--- config.mk ---
export PLATFORM = sky130hd
export DESIGN_NAME = mult_seq_ctrl_flat
export DESIGN_NICKNAME = d
export VERILOG_FILES = /design/src/rtl/mult_seq_ctrl_if.sv /design/src/rtl/mult_seq_ctrl.sv /design/src/flat_wrapper.sv
export SDC_FILE = /design/constraint.sdc
export NUM_CORES = 1
export LEC_CHECK = 0
export CAP_MARGIN = 20
export CORE_MARGIN = 1.5
export CORE_UTILIZATION = 38
export DETAILED_ROUTE_END_ITERATION = 7
export PLACE_DENSITY = 0.67
export SLEW_MARGIN = 20
export SYNTH_ARGS = -nofsm -noshare
export SYNTH_HDL_FRONTEND = slang
export SYNTH_SLANG_ARGS = --single-unit
--- constraint.sdc ---
create_clock -name clock -period 1.5 [get_ports clock]
set_clock_uncertainty 0.15 [all_clocks]
set_input_delay 0.225 -clock clock [delete_from_list [all_inputs] [get_ports clock]]
set_output_delay 0.225 -clock clock [all_outputs]
set_load 0.005 [all_outputs]
--- src/rtl/mult_seq_ctrl_if.sv ---
// Handshake and strobe bundle between the multiplier controller and its datapath / top level.
// The master side is the controller; the slave side is the datapath plus whoever issues start.
interface mult_seq_ctrl_if #(
   parameter int N = 8
);
   localparam int IW = $clog2(N + 1);

   logic          start;
   logic          q0;
   logic          ld_a;
   logic          ld_b;
   logic          clr_p;
   logic          ld_p;
   logic          sh_en;
   logic          busy;
   logic          done;
   logic [IW-1:0] iter;

   modport master (
      input  start, q0,
      output ld_a, ld_b, clr_p, ld_p, sh_en, busy, done, iter
   );

   modport slave (
      output start, q0,
      input  ld_a, ld_b, clr_p, ld_p, sh_en, busy, done, iter
   );
endinterface

--- src/rtl/mult_seq_ctrl.sv ---
// Controller for the shift-add sequential multiplier: sequences load/clear/add/shift over N iterations.
// Optional macro MULT_SEQ_CTRL_SKIP_ZERO_EN: a zero multiplier bit shifts directly in the ADD cycle.
module mult_seq_ctrl #(
   parameter int N = 8
) (
   input  logic             clock,
   input  logic             reset,
   mult_seq_ctrl_if.master  bus
);
   localparam int IW = $clog2(N + 1);

   typedef enum logic [2:0] {
      S_IDLE,
      S_LOAD,
      S_ADD,
      S_SHIFT,
      S_DONE
   } state_t;

   state_t        state;
   state_t        state_next;
   logic [IW-1:0] iter_q;
   logic          load_q;
   logic          add_q;
   logic          shift_q;
   logic          busy_q;
   logic          done_q;
   logic          last_iter;
   logic          skip_now;

   assign last_iter = (iter_q == IW'(N - 1));

   // add_q mirrors state==ADD, so q0 is only ever looked at in the ADD cycle.
`ifdef MULT_SEQ_CTRL_SKIP_ZERO_EN
   assign skip_now = add_q & ~bus.q0;
`else
   assign skip_now = 1'b0;
`endif

   always_comb begin
      state_next = state;
      case (state)
         S_IDLE:  if (bus.start) state_next = S_LOAD;
         S_LOAD:  state_next = S_ADD;
         S_ADD: begin
            if (skip_now) state_next = last_iter ? S_DONE : S_ADD;
            else          state_next = S_SHIFT;
         end
         S_SHIFT: state_next = last_iter ? S_DONE : S_ADD;
         S_DONE:  state_next = S_IDLE;
         default: state_next = S_IDLE;
      endcase
   end

   // Strobes are decoded from the next state so they are registered yet line up with the state.
   always_ff @(posedge clock or posedge reset) begin
      if (reset) begin
         state   <= S_IDLE;
         iter_q  <= '0;
         load_q  <= 1'b0;
         add_q   <= 1'b0;
         shift_q <= 1'b0;
         busy_q  <= 1'b0;
         done_q  <= 1'b0;
      end else begin
         state <= state_next;
         case (state)
            S_LOAD:  iter_q <= '0;
            S_SHIFT: iter_q <= iter_q + IW'(1);
            S_ADD:   if (skip_now) iter_q <= iter_q + IW'(1);
            default: ;
         endcase
         load_q  <= (state_next == S_LOAD);
         add_q   <= (state_next == S_ADD);
         shift_q <= (state_next == S_SHIFT);
         busy_q  <= (state_next != S_IDLE);
         done_q  <= (state_next == S_DONE);
      end
   end

   assign bus.ld_a  = load_q;
   assign bus.ld_b  = load_q;
   assign bus.clr_p = load_q;
   assign bus.ld_p  = add_q & bus.q0;
   assign bus.sh_en = shift_q | skip_now;
   assign bus.busy  = busy_q;
   assign bus.done  = done_q;
   assign bus.iter  = iter_q;
endmodule

--- src/flat_wrapper.sv ---
// flat-port wrapper written by rule: the top's interface ports become plain ports
module mult_seq_ctrl_flat 
#(
   parameter int N = 8
)
  (clock, reset, bus_start, bus_q0, bus_ld_a, bus_ld_b, bus_clr_p, bus_ld_p, bus_sh_en, bus_busy, bus_done, bus_iter);
  mult_seq_ctrl_if #(.N(N)) bus_i ();
  input  logic clock;
  input  logic reset;
  input wire logic [$bits(bus_i.start)-1:0] bus_start;
  input wire logic [$bits(bus_i.q0)-1:0] bus_q0;
  output wire logic [$bits(bus_i.ld_a)-1:0] bus_ld_a;
  output wire logic [$bits(bus_i.ld_b)-1:0] bus_ld_b;
  output wire logic [$bits(bus_i.clr_p)-1:0] bus_clr_p;
  output wire logic [$bits(bus_i.ld_p)-1:0] bus_ld_p;
  output wire logic [$bits(bus_i.sh_en)-1:0] bus_sh_en;
  output wire logic [$bits(bus_i.busy)-1:0] bus_busy;
  output wire logic [$bits(bus_i.done)-1:0] bus_done;
  output wire logic [$bits(bus_i.iter)-1:0] bus_iter;
  assign bus_i.start = bus_start;
  assign bus_i.q0 = bus_q0;
  assign bus_ld_a = bus_i.ld_a;
  assign bus_ld_b = bus_i.ld_b;
  assign bus_clr_p = bus_i.clr_p;
  assign bus_ld_p = bus_i.ld_p;
  assign bus_sh_en = bus_i.sh_en;
  assign bus_busy = bus_i.busy;
  assign bus_done = bus_i.done;
  assign bus_iter = bus_i.iter;
  mult_seq_ctrl #(.N(N)) u_core (.clock(clock), .reset(reset), .bus(bus_i));
endmodule
==> metrics <==
status completed; Req. time, crit path between 1.5 and 2 ns; Post-DP Area 676 um2; crit start category flip-flop; synthesized flop and latch total 12; fin crit share ~95%; Worst Setup SP u_core.bus.iter[0]; via/cell ratio approximately 4.7; initial antenna violation count 0; CORE AREA 1320 um2; First-pass DRT Iterations 2; Post-Syn Instances 48; Rows 13; GRT Overall Usage approximately 14%; Worst R2R Setup Slack slightly below 0.08 ns; mux cell area share after synthesis 0%; crit path buf inv count 1; Post-Synth XOR/XNOR Area 0%; Congestion Overflow GR 0; CTS max path bufs 2; vias 393; Final Hold Vio Count 0; switching share of power 32.5%; adder-cell share of the synthesized area between 2 and 2.5%; R2R cell count 4; Least-Margin Pin Slew 0.445 ns; RSZ-0062 raised after global routing no; first-pass GRT wire length roughly 1400 um; classification of the worst setup path reg -> reg; Vert. Die Dim ~41 um; Clock Latency Late Sink ~0.27 ns; final net count between 70 and 80; largest family of logic cells by synthesized area simple AND/OR/NAND/NOR gates; pwr dens roughly 1700 nW/um2; Root Buffer Master clkbuf_4; post-synthesis sequential area ratio a little over half; Non-Filler Instances a little over 80; GP Congestion ~0.66; vias in the first global route between 300 and 400; Netlist cell types 20; Post-Syn Nets 53; Ant. Diodes 0; layout cells sized above 1 26.5%; pre-CTS WS -0.135 ns; sequential share of power a little under two fifths; CTS tree yes; DR WL/cell between 10 and 15 um; RR Endpoint u_core.state[2]; fin. max-slew vios 0; simple-gate area share of the yosys netlist between 20 and 25%; Peak VDD IR 0.000776 V; commonest non-fill, non-tap cells in the layout dfrtp_1 (12), buf_4 (7), dlygate4sd2_1 (6); FF-to-FF Start u_core.bus.iter[0]; most common cell after layout, fill and taps aside dfrtp_1; Slowest Stage Delay on Critical Path slightly below 0.4 ns; total power 1.32 mW; MaxCap Viol Count 0; Total Routed Length roughly 950 um; Worst Setup End Kind flip-flop; largest net degree at the start of global routing 13; Iter 0 DRT Violations 2; clk slew on worst S/H paths roughly 0.080 ns; Detail Placement HPWL ~630 um; Layout area overhead 39.6%; switching power total 0.431 mW; Max-slew headroom a little over two thirds; top achievable clock speed between 700 and 800 MHz; combinational share of power 43.7%; Num CTS Buffers 3; clock share of power between 15 and 20%; Internal about 0.89 mW; average cell area after synthesis 11.4 um2; worst path cell trace buf_4, ha_2, and4b_2, and3b_2; Post-CTS Hold Buffers 0; Yosys warnings 0; PortBufs 14; # clock sinks 12; final worst slack 0.0769 ns; final instance area ~760 um2; htree depth 1; die area about 1700 um2; Hold Crit Class in -> async; setup violators final 0; largest delay contributor family on the critical path simple AND/OR/NAND/NOR gates; Remaining DRCs 0; mapped cell area approximately 550 um2; DIE WIDTH between 40 and 50 um; crit path max fanout 4; I/O pin total 15; WP data arrival around 1.4 ns; Placed Cells 74; Core Util, Final approximately 58%; CP max stage cell dfrtp_1; Synth Area in Compound Gates 9.38%; Final ANT Viol Nets 0; Initial Util roughly 42%; leakage 0.397 nW; Tmin final ~1.4 ns
==> area by class of cell <==
class | instances | area [um2]
clock buffer | 4 | 36.3
fill | 121 | 554
inverter | 1 | 3.75
multi-input combinational | 30 | 206
sequential | 12 | 300
tap | 15 | 18.8
timing repair buffer | 21 | 198
==> sequential cells by signal (all words and copies together) (netlist names) <==
name              flops
u_core.bus.busy       1
u_core.bus.clr_p      1
u_core.add_q          1
u_core.bus.sh_en      1
u_core.bus.iter       4
u_core.state          3
u_core.bus.done       1
==> stage by stage <==
| stage | setup TNS, ns | hold WS (ns) |
|---|---|---|
| 6_report | 0 | 0.0971 |
| 5_1_grt | 0 | 0.136 |
| 4_1_cts | 0 | 0.113 |
| 3_5_place_dp | -0.135 | 0.384 |
| 3_3_place_gp | -0.142 | 0.372 |
| 2_1_floorplan | 0 | -0.0603 |
==> logic make-up after synthesis <==
group	count (synthesis)
compound gates	6
fa+ha+maj	1
buf+inv	6
flops	12
simple gates	23
==> power by group through the flow <==
| stage | Combinational (mW) | Sequential [mW] | Clock, mW |
|---|---|---|---|
| 2_1_floorplan | 0.356 | 0.503 | 0 |
| 3_3_place_gp | 0.493 | 0.519 | 0 |
| 3_5_place_dp | 0.509 | 0.527 | 0 |
| 4_1_cts | 0.589 | 0.488 | 0.264 |
| 5_1_grt | 0.653 | 0.506 | 0.281 |
| 6_report | 0.579 | 0.487 | 0.258 |
==> how the worst max path moves through the flow <==
stage,end,depth (start not counted)
2_1_floorplan,u_core.bus.done,3
3_3_place_gp,bus_ld_p,3
3_5_place_dp,bus_ld_p,3
4_1_cts,bus_iter[1],1
5_1_grt,bus_ld_p,2
6_report,u_core.state[2],4
==> synth_stat cells <==
library cell   n  area share [%]
nor3b_1        1             1.4
nand2_1        4             2.7
and2_1         1             1.1
buf_4          3             4.1
nor3_1         2             1.8
and4b_1        1             1.8
o311ai_2       1             3.0
o21ai_0        2             1.8
nor4b_1        1             1.6
nor2_1         4             2.7
nand3_1        2             1.8
o21ai_2        1             1.6
ha_1           1             2.3
dfrtp_1       12              55
nand2b_1       5             5.7
inv_1          1            0.69
a22o_1         1             1.6
buf_6          2             4.1
and3b_2        2             3.7
a211oi_1       1             1.4
==> what timing repair did <==
action / 4_1_cts / 5_1_grt
pin swaps: 0 / 1
resized for setup: 6 / 8
setup buffers: 5 / 0
setup endpoints to repair: 8 / 8
==> metal layers <==
metal,track usage (%),wire length (um),part of all wire (%),vias to the layer above
met3,4.89,30,3.2,2
met2,18.0,446,47,8
met5,0,0,0,-
met1,18.8,452,48,180
li1,-,-,-,203
met4,12.5,19,2.0,0
Note: power is estimated with default switching activity, not from simulation.
